**src/rtl/aes_pkg.sv**
```systemverilog
// Shared AES key-schedule definitions: round counts, storage bound and the
// round-key store state encoding.
package aes_pkg;

    localparam int unsigned MAXNK = 15;

    typedef enum logic [1:0] {
        EMPTY,
        FILL,
        FULL,
        PLAY
    } rks_state_t;

    function automatic int unsigned nr_of(input int unsigned k);
        case (k)
            192:     return 12;
            256:     return 14;
            default: return 10;
        endcase
    endfunction

endpackage

```
**src/rtl/roundkey_store_if.sv**
```systemverilog
// Capture/replay bus of the round-key store: expander-side capture inputs,
// replay control and the valid/ready key output stream.
interface roundkey_store_if;

    logic         load;
    logic         key_valid;
    logic [127:0] key_in;
    logic         start;
    logic         dir;
    logic         out_ready;
    logic         out_valid;
    logic [127:0] out_key;
    logic [3:0]   out_idx;
    logic         out_last;
    logic         full;
    logic         busy;
    logic         err;

    modport slave (
        input  load, key_valid, key_in, start, dir, out_ready,
        output out_valid, out_key, out_idx, out_last, full, busy, err
    );

    modport master (
        output load, key_valid, key_in, start, dir, out_ready,
        input  out_valid, out_key, out_idx, out_last, full, busy, err
    );

endinterface

```
**src/rtl/rk_regfile.sv**
```systemverilog
// Round-key register array: one write port and one registered read port whose
// output register can be cleared so an idle replay stream presents zero.
module rk_regfile #(
    parameter int unsigned Depth = 11
) (
    input  logic         clk,
    input  logic         i_we,
    input  logic [3:0]   i_waddr,
    input  logic [127:0] i_wdata,
    input  logic         i_re,
    input  logic         i_clr,
    input  logic [3:0]   i_raddr,
    output logic [127:0] o_rdata
);

    logic [127:0] r_mem [Depth];
    logic [127:0] r_rdata;

    // Storage is deliberately not reset; only the read register is.
    always_ff @(posedge clk) begin
        if (i_we) begin
            r_mem[i_waddr] <= i_wdata;
        end
    end

    always_ff @(posedge clk) begin
        if (i_clr) begin
            r_rdata <= '0;
        end else if (i_re) begin
            r_rdata <= r_mem[i_raddr];
        end
    end

    assign o_rdata = r_rdata;

endmodule

```
**src/rtl/roundkey_store.sv**
```systemverilog
// Captures the NR+1 round keys from the key expander once per key load and
// replays them forward or reverse through a valid/ready stream on demand.
module roundkey_store
    import aes_pkg::*;
#(
    parameter int unsigned K = 128
) (
    input logic              clk,
    input logic              reset_n,
    roundkey_store_if.slave  io_bus
);

    localparam int unsigned NR      = nr_of(K);
    localparam int unsigned NK      = NR + 1;
    localparam logic [3:0]  LastIdx = 4'(NR);

    generate
        if (!(K == 128 || K == 192 || K == 256)) begin : g_bad_k
            $error("roundkey_store: K must be 128, 192 or 256");
        end
    endgenerate

    rks_state_t   r_state;
    logic [3:0]   r_wcnt;
    logic [3:0]   r_idx;
    logic         r_dir;
    logic         r_out_valid;
    logic [3:0]   r_out_idx;
    logic         r_out_last;
    logic         r_full;
    logic         r_busy;
    logic         r_err;

    logic         w_hs;
    logic         w_we;
    logic         w_re;
    logic         w_clr;
    logic [3:0]   w_raddr;
    logic [3:0]   w_next_idx;
    logic [127:0] w_rdata;

    // The read port is registered, so its address is the index the outputs will
    // show next cycle: the pass start index on start, the stepped index on handshake.
    always_comb begin
        w_hs       = (r_state == PLAY) && io_bus.out_ready;
        w_next_idx = r_dir ? (r_idx - 4'd1) : (r_idx + 4'd1);
        w_we       = reset_n && !io_bus.load && (r_state == FILL) && io_bus.key_valid;
        w_clr      = !reset_n || io_bus.load || (w_hs && r_out_last);
        w_re       = 1'b0;
        w_raddr    = r_idx;
        if ((r_state == FULL) && io_bus.start) begin
            w_re    = 1'b1;
            w_raddr = io_bus.dir ? LastIdx : 4'd0;
        end else if (w_hs && !r_out_last) begin
            w_re    = 1'b1;
            w_raddr = w_next_idx;
        end
    end

    always_ff @(posedge clk) begin
        if (!reset_n) begin
            r_state     <= EMPTY;
            r_wcnt      <= 4'd0;
            r_idx       <= 4'd0;
            r_dir       <= 1'b0;
            r_out_valid <= 1'b0;
            r_out_idx   <= 4'd0;
            r_out_last  <= 1'b0;
            r_full      <= 1'b0;
            r_busy      <= 1'b0;
            r_err       <= 1'b0;
        end else if (io_bus.load) begin
            // Load overrides everything, including a pending replay key.
            r_state     <= FILL;
            r_wcnt      <= 4'd0;
            r_idx       <= 4'd0;
            r_out_valid <= 1'b0;
            r_out_idx   <= 4'd0;
            r_out_last  <= 1'b0;
            r_full      <= 1'b0;
            r_busy      <= 1'b1;
            r_err       <= 1'b0;
        end else begin
            if (io_bus.key_valid && (r_state != FILL)) begin
                r_err <= 1'b1;
            end
            case (r_state)
                EMPTY: ;
                FILL: begin
                    if (io_bus.key_valid) begin
                        r_wcnt <= r_wcnt + 4'd1;
                        if (r_wcnt == LastIdx) begin
                            r_state <= FULL;
                            r_full  <= 1'b1;
                            r_busy  <= 1'b0;
                        end
                    end
                end
                FULL: begin
                    if (io_bus.start) begin
                        r_state     <= PLAY;
                        r_dir       <= io_bus.dir;
                        r_idx       <= io_bus.dir ? LastIdx : 4'd0;
                        r_out_idx   <= io_bus.dir ? LastIdx : 4'd0;
                        r_out_valid <= 1'b1;
                        r_out_last  <= 1'b0;
                        r_full      <= 1'b0;
                        r_busy      <= 1'b1;
                    end
                end
                PLAY: begin
                    if (io_bus.out_ready) begin
                        if (r_out_last) begin
                            r_state     <= FULL;
                            r_out_valid <= 1'b0;
                            r_out_idx   <= 4'd0;
                            r_out_last  <= 1'b0;
                            r_full      <= 1'b1;
                            r_busy      <= 1'b0;
                        end else begin
                            r_idx      <= w_next_idx;
                            r_out_idx  <= w_next_idx;
                            r_out_last <= r_dir ? (w_next_idx == 4'd0)
                                                : (w_next_idx == LastIdx);
                        end
                    end
                end
                default: r_state <= EMPTY;
            endcase
        end
    end

    rk_regfile #(
        .Depth (NK)
    ) u_regfile (
        .clk     (clk),
        .i_we    (w_we),
        .i_waddr (r_wcnt),
        .i_wdata (io_bus.key_in),
        .i_re    (w_re),
        .i_clr   (w_clr),
        .i_raddr (w_raddr),
        .o_rdata (w_rdata)
    );

    assign io_bus.out_valid = r_out_valid;
    assign io_bus.out_key   = w_rdata;
    assign io_bus.out_idx   = r_out_idx;
    assign io_bus.out_last  = r_out_last;
    assign io_bus.full      = r_full;
    assign io_bus.busy      = r_busy;
    assign io_bus.err       = r_err;

endmodule

```
**src/flat_wrapper.sv**
```systemverilog
// flat-port wrapper written by rule: the top's interface ports become plain ports
module roundkey_store_flat import aes_pkg::*;
#(
    parameter int unsigned K = 128
)
  (clk, reset_n, io_bus_load, io_bus_key_valid, io_bus_key_in, io_bus_start, io_bus_dir, io_bus_out_ready, io_bus_out_valid, io_bus_out_key, io_bus_out_idx, io_bus_out_last, io_bus_full, io_bus_busy, io_bus_err);
  roundkey_store_if io_bus_i ();
  input logic clk;
  input logic reset_n;
  input wire logic [$bits(io_bus_i.load)-1:0] io_bus_load;
  input wire logic [$bits(io_bus_i.key_valid)-1:0] io_bus_key_valid;
  input wire logic [$bits(io_bus_i.key_in)-1:0] io_bus_key_in;
  input wire logic [$bits(io_bus_i.start)-1:0] io_bus_start;
  input wire logic [$bits(io_bus_i.dir)-1:0] io_bus_dir;
  input wire logic [$bits(io_bus_i.out_ready)-1:0] io_bus_out_ready;
  output wire logic [$bits(io_bus_i.out_valid)-1:0] io_bus_out_valid;
  output wire logic [$bits(io_bus_i.out_key)-1:0] io_bus_out_key;
  output wire logic [$bits(io_bus_i.out_idx)-1:0] io_bus_out_idx;
  output wire logic [$bits(io_bus_i.out_last)-1:0] io_bus_out_last;
  output wire logic [$bits(io_bus_i.full)-1:0] io_bus_full;
  output wire logic [$bits(io_bus_i.busy)-1:0] io_bus_busy;
  output wire logic [$bits(io_bus_i.err)-1:0] io_bus_err;
  assign io_bus_i.load = io_bus_load;
  assign io_bus_i.key_valid = io_bus_key_valid;
  assign io_bus_i.key_in = io_bus_key_in;
  assign io_bus_i.start = io_bus_start;
  assign io_bus_i.dir = io_bus_dir;
  assign io_bus_i.out_ready = io_bus_out_ready;
  assign io_bus_out_valid = io_bus_i.out_valid;
  assign io_bus_out_key = io_bus_i.out_key;
  assign io_bus_out_idx = io_bus_i.out_idx;
  assign io_bus_out_last = io_bus_i.out_last;
  assign io_bus_full = io_bus_i.full;
  assign io_bus_busy = io_bus_i.busy;
  assign io_bus_err = io_bus_i.err;
  roundkey_store #(.K(K)) u_core (.clk(clk), .reset_n(reset_n), .io_bus(io_bus_i));
endmodule
```
**config.mk**
```make
export PLATFORM = sky130hd
export DESIGN_NAME = roundkey_store_flat
export DESIGN_NICKNAME = d
export VERILOG_FILES = /design/src/rtl/aes_pkg.sv /design/src/rtl/roundkey_store_if.sv /design/src/rtl/rk_regfile.sv /design/src/rtl/roundkey_store.sv /design/src/flat_wrapper.sv
export SDC_FILE = /design/constraint.sdc
export NUM_CORES = 2
export LEC_CHECK = 0
export CAP_MARGIN = 20
export CORE_MARGIN = 3
export CORE_UTILIZATION = 46
export DETAILED_ROUTE_END_ITERATION = 6
export PLACE_DENSITY = 0.66
export SYNTH_ARGS = -nofsm -noshare
export SYNTH_HDL_FRONTEND = slang
export SYNTH_SLANG_ARGS = --single-unit
```
**constraint.sdc**
```tcl
create_clock -name clk -period 5.5 [get_ports clk]
set_input_delay 1.1 -clock clk [delete_from_list [all_inputs] [get_ports clk]]
set_output_delay 1.1 -clock clk [all_outputs]
set_load 0.01 [all_outputs]
```
-- After elaboration in Yosys (flattened, before gate mapping)
Memories as Yosys holds them, arrays and structs flattened. A register that Yosys moved wholly into a read port is not among the register bits.
Cells that the tools add are included.
- multiplexer cells: 40
- reductions and logical operators: 25
- equality and inequality tests: 17
- bitwise logic cells: 2
- $add $sub $neg: 3
- operators by type and width (kind ; count):
    two-way mux 4 bit ; 9
    two-way mux 1 bit ; 19
    one-hot mux 4 bit (2 select lines) ; 2
    != test 3 bit (second input constant) ; 4
    AND reduction 6 bit ; 2
    two-way mux 2 bit ; 5
    != test 2 bit (second input constant) ; 5
    adder 4 x 1 -> 4 bit (second input constant) ; 2
    == test 4 bit (second input constant) ; 2
    logical AND 1 bit ; 8
    AND reduction 4 bit ; 2
    one-hot mux 1 bit (3 select lines) ; 2
    one-hot mux 2 bit (3 select lines) ; 1
    AND reduction 3 bit ; 2
    == test 2 bit (second input constant) ; 2
    zero test 4 bit ; 1
    != test 2 x 1 -> 1 bit (second input constant) ; 2
    one-hot mux 1 bit (2 select lines) ; 2
    nonzero test 4 bit ; 1
    subtractor 4 x 1 -> 4 bit (second input constant) ; 1
    zero test 1 bit ; 3
    != test 3 x 2 -> 1 bit (second input constant) ; 1
    nonzero test 3 bit ; 1
    == test 2 x 1 -> 1 bit (second input constant) ; 1
    other kinds (5) ; 7
- register bits: 20
- memory bits (writable): 1408
- memories: 1
- output and inout bits: 137
- logic and storage cells: 99
- memory list (memory ; depth ; width ; read ports ; clocked after memory_dff ; wr ports ; line ; source):
    u_core.u_regfile.r_mem ; 11 ; 128 ; 1 ; 1 ; 1 ; rk_regfile.sv:16 ; logic [127:0] r_mem [Depth];

-- Depth between registers and ports, before layout
- word-level depth: 7
- depth in mapped cells: 12
- depth with buffers taken out: 8

-- By module
Synthesis repeated with hierarchy kept, for this count alone.
- cell total of the unflattened synthesis: 3302
- area, all modules: 59144.2 um^2
- modules (own cells, without submodules) (module ; cells each ; instances ; area an instance (um^2)):
    rk_regfile ; 3166 ; 1 ; 57990.6
    roundkey_store ; 136 ; 1 ; 1153.6

-- Least setup slack after synthesis
Ideal clock, no wire load.
- path type: input-to-reg
- start point: in io_bus_load
- end point: mem u_core.u_regfile.r_mem[0][0], enable pin
- path slack: 0.210 ns
- setup time: 0.502 ns
- path buffers: 1
- arrival: 4.788 ns
- required time: 4.998 ns
- stages: 4
- path through: nand2b_1 clkbuf_1 nor4_1 and2_1
- word-level cells in the longest chain between the ends: 6
- RTL lines (element ; line ; source):
    start: declaration ; flat_wrapper.sv:10 ; input wire logic [$bits(io_bus_i.load)-1:0] io_bus_load;
    zero test 1 bit ; roundkey_store.sv:47 ; w_we = reset_n && !io_bus.load && (r_state == FILL) && io_bus.key_valid;
    logical AND 1 bit (3 in a row) ; roundkey_store.sv:47 ;
    two-way mux 1 bit ; rk_regfile.sv:21 ; if (i_we) begin
    two-way mux 1 bit (implied by the code) ; rk_regfile.sv:22 ; r_mem[i_waddr] <= i_wdata;
    end: declaration ; rk_regfile.sv:16 ;
No other way between the ends.

-- Worst setup path after layout
- start point: in io_bus_out_ready
- end point: reg u_core.u_regfile.r_rdata[11], in the netlist u_core.u_regfile.o_rdata[11] (read register of u_core.u_regfile.r_mem)
- word-level cells in the longest chain between the ends: 4
- RTL lines (element ; line ; source):
    start: declaration ; flat_wrapper.sv:15 ; input wire logic [$bits(io_bus_i.out_ready)-1:0] io_bus_out_ready;
    logical AND 1 bit (*) ; roundkey_store.sv:45 ; w_hs = (r_state == PLAY) && io_bus.out_ready;
    logical AND 1 bit ; roundkey_store.sv:54 ; end else if (w_hs && !r_out_last) begin
    two-way mux 4 bit / two-way mux 1 bit (equally long branches) ; roundkey_store.sv:54 ;
    two-way mux 4 bit / two-way mux 1 bit (equally long branches) ; roundkey_store.sv:51 ; if ((r_state == FULL) && io_bus.start) begin
    end: declaration ; rk_regfile.sv:17 ; logic [127:0] r_rdata;
Every way passes the cells marked *; elsewhere a longest branch is shown, timed or not.
A chain may end at the register's enable or synchronous reset.

==> metrics.log <==
[metrics] result of the run: completed
[metrics] area share of the leading cell type in the synthesized netlist: 71.64%
[metrics] flip-flop and latch count after synthesis: 1555
[metrics] number of max-cap violations: 0
[metrics] most congested layer reported by global routing: met2
[metrics] DRC violation count after routing: 0
[metrics] drt first pass iters: 5
[metrics] critical path start-end classification: primary input to flop
[metrics] minimum setup slack in the final design: 1.951 ns
[metrics] Total GRT Usage: 23.41%
[metrics] vertical extent of the die: 364.2 microns
[metrics] startpoint kind of the worst setup timing path: primary input
[metrics] post-CTS setup buffer count: 0
[metrics] setup TNS: 0 ns
[metrics] Least-Margin Pin Slew: 1.095 ns
[metrics] Worst Hold Endpoint: u_core.io_bus.out_idx[2]
[metrics] number of distinct library cells after synthesis: 50
[metrics] Reg-to-Reg End: u_core.u_regfile.o_rdata[27]
[metrics] Std-Cell Rows: 130
[metrics] Placed Area: 64060 sq um
[metrics] die width: 364.2 microns
[metrics] clock latency reported for the late side of the worst-skew pair: 0.78 ns
[metrics] share of cells above drive strength 1: 7.394%
[metrics] worst reg2reg path depth: 8
[metrics] number of standard cells after synthesis: 4557
[metrics] area of the core: 126500 sq um
[metrics] classification of the worst-slack hold path: flop to flop
[metrics] count of cells along the worst hold path: 2
[metrics] Global Route met3 Usage: 4.410%
[metrics] combined area of all synthesized cells: 59020 sq um
[metrics] Yosys warning total: 0
[metrics] most frequent standard cell in the layout excluding fill and tap cells: edfxtp_1
[metrics] required time of the critical path: 6.20 ns
[metrics] fill cell instance count of the final layout: 10280
[metrics] worst ir drop on vdd: 0.0002966 V
[metrics] gr ovfl total: 0
[metrics] RR Startpoint: u_core.r_dir
[metrics] setup repair after global routing missed its margin: no
[metrics] Top-Level Pins: 272
[metrics] register-to-register setup slack: 2.00 ns
[metrics] PwrDens: 348.9 nW/um^2
[metrics] Setup WS pre-CTS: 1.233 ns
[metrics] commonest cells after routing, fill and taps aside: edfxtp_1, nand2_1, a21oi_1
[metrics] Worst Hold Launch: u_core.io_bus.out_idx[2]
[metrics] hold slack final: 0.4618 ns
[metrics] average detailed-routed wire length per instance: 23.75 microns
[metrics] Synth Net Count: 4704
[metrics] number of resized instances in the post-cts repair step: 0
[metrics] static power due to leakage: 23.28 nW
[metrics] antenna violations before repair: 15
[metrics] number of synthesized flops with an enable pin: 1408
[metrics] post-layout net count: 4963
[metrics] clock transition time at the flip-flop clock pins of the worst setup and hold paths: 0.06 ns
[metrics] Via-to-Cell Ratio: 5.699
[metrics] worst slew margin relative to its limit: 26.99%
[metrics] signal arrival time at the worst endpoint: 4.25 ns
[metrics] final instance area: 69180 sq um
[metrics] share of the clock period used by the worst path: 64.53%
[metrics] area growth from synthesis to layout: 17.21%
[metrics] CTS tree: yes
[metrics] Max H-tree Level: 4
[metrics] last weighted congestion value of the routability-driven placer: 0.7622
[metrics] Detail Route Antenna Nets: 0
[metrics] number of slew-limit violations in the final report: 0
[metrics] floorplan die area: 132600 sq um
[metrics] maximum number of buffers from clock root to sink: 3
[metrics] most used flip-flop cell after synthesis: edfxtp_1
[metrics] first-pass GRT wire length: 233.9 mm
[metrics] Async SR Flop Fraction: 0%
[metrics] time the worst path needs with I/O delays and setup: 3.549 ns
[metrics] number of clock buffers inserted by TritonCTS: 159
[metrics] nature of the critical path endpoint: flop
[metrics] dpl hpwl: 79.72 mm
[metrics] post-synthesis sequential area ratio: 76.62%
[metrics] root buf cell: clkbuf_16
[metrics] met1 demand-to-capacity share in global routing: 31.33%
[metrics] CP peak stage delay: 0.67 ns
[metrics] total power consumption of the routed design: 24.14 mW
[metrics] worst clock skew: 0.02874 ns
[metrics] count of final setup violators: 0
[metrics] post-cts hold buffer count: 0
[metrics] largest net degree at the start of global routing: 113
[metrics] number of vias after detailed routing: 37690
[metrics] fmax: 0.2818 GHz
[metrics] Post-Route WL: 157.0 mm
[metrics] largest cells by area after synthesis: edfxtp_1, nand2_1, dfxtp_1, a21oi_1, nand3_1
[metrics] largest area contributor in the synthesized netlist: edfxtp_1
[metrics] number of buffer cells added on primary ports: 271
[metrics] clock sink total: 1555
[metrics] final hold violation count: 0
[metrics] cell type of the slowest stage on the worst timing path: clkdlybuf4s50_1
[metrics] CP Max Fanout: 112
[metrics] detailed router's first-iteration violation count: 4325
[metrics] effective utilization at floorplan: 46.64%
[metrics] most numerous cell on the critical path: nor3_1
[metrics] ordered cell list for the critical path: clkdlybuf4s50_1 > and3b_1 > mux2i_4 > buf_4 > buf_12 > nand2_1 > a21oi_1 > nor3_1 > nor3_1
[metrics] vias in the first global route: 36890
[metrics] Global Route met2 Usage: 38.90%
[metrics] mean instance size in the synthesized netlist: 12.95 sq um
synthesized netlist by cell type, types with 2 or more instances:
master / n
a21o_1: 3
a22oi_1: 2
a31oi_1: 128
a21oi_1: 399
nand2_1: 1291
dfxtp_1: 147
nand2b_1: 4
and2_1: 12
or2_2: 2
buf_4: 38
and3_1: 3
edfxtp_1: 1408
xnor2_1: 3
a211oi_1: 2
o31a_1: 3
o21ai_0: 236
nor4_1: 4
o211ai_1: 2
nor3_1: 258
nor2_1: 25
buf_6: 4
nor2b_1: 3
mux2i_1: 2
a211o_1: 2
clkbuf_1: 95
buf_1: 13
o21ai_1: 21
ha_1: 11
nand3_1: 260
buf_2: 140
nand4_1: 5
inv_1: 12
a21boi_0: 2
worst max-delay path, delay by kind of cell:
family / cells / cell delay, ns
muxes: 1 / 0.34
buffers and inverters: 3 / 1.49
and+or+nand+nor: 4 / 0.92
AOI/OAI and AO/OA: 1 / 0.26
power breakdown:
part | switching (mW) | internal, mW
Combinational | 0.492 | 0.238
Clock | 4.47 | 6.01
Sequential | 0.0208 | 12.9
worst max path at each step:
stage,start,to,slack [ns],cells after the start
6_report,io_bus_out_ready,u_core.u_regfile.o_rdata[11],1.95,9
4_1_cts,u_core.r_dir,u_core.u_regfile.o_rdata[16],2.01,9
3_3_place_gp,io_bus_out_ready,u_core.u_regfile.o_rdata[11],1.28,9
3_5_place_dp,io_bus_out_ready,u_core.u_regfile.o_rdata[11],1.23,9
2_1_floorplan,io_bus_load,u_core.u_regfile.r_mem[0][0],0.21,4
5_1_grt,u_core.r_state[1],u_core.u_regfile.o_rdata[11],1.72,9
cell families (layout without fill, tap and decap cells):
logic type / count (synthesis) / in the layout / share of synthesized area (%)
other cells: 0 / 13 / 0
buf+inv: 302 / 695 / 2.510
flops: 1555 / 1555 / 76.62
compound gates: 805 / 805 / 7.206
simple gates: 1875 / 1875 / 13.24
xor+xnor: 4 / 4 / 0.05937
mux: 4 / 4 / 0.09116
fa+ha+maj: 12 / 12 / 0.2671
cell type report:
cell class | count | area (sq um) | share of cell area (%)
Antenna cell | 13 | 32.53 | 0.04702
Tap cell | 1650 | 2064 | 2.984
Sequential cell | 1555 | 45220 | 65.37
Timing Repair Buffer | 388 | 4304 | 6.222
Multi-Input combinational cell | 2700 | 12420 | 17.96
Inverter | 12 | 45.04 | 0.06511
Clock buffer | 222 | 4452 | 6.435
Clock inverter | 73 | 634.4 | 0.9170
registers in the layout, indices dropped and copies added, names as in the netlist:
name	count
u_core.io_bus.err	1
u_core.r_idx	4
u_core.r_state	2
u_core.u_regfile.r_mem	1408
u_core.r_wcnt	4
u_core.io_bus.out_idx	4
u_core.io_bus.out_last	1
u_core.u_regfile.o_rdata	128
u_core.io_bus.out_valid	1
u_core.r_dir	1
u_core.io_bus.full	1
stage by stage:
stage | utilization (%) | instances
floorplan | - | 4557
global placement | 50.62 | 6305
detailed placement | 50.62 | 6305
CTS | 54.64 | 6600
global route | 54.65 | 6605
finish | 54.67 | 6613
routing by layer:
layer	up-vias	share of wire [%]
met5	-	0.017
met4	4	2.2
met3	239	7.7
met2	1511	49
met1	18880	41
li1	17060	-
Power figures use the tool's default switching activity.
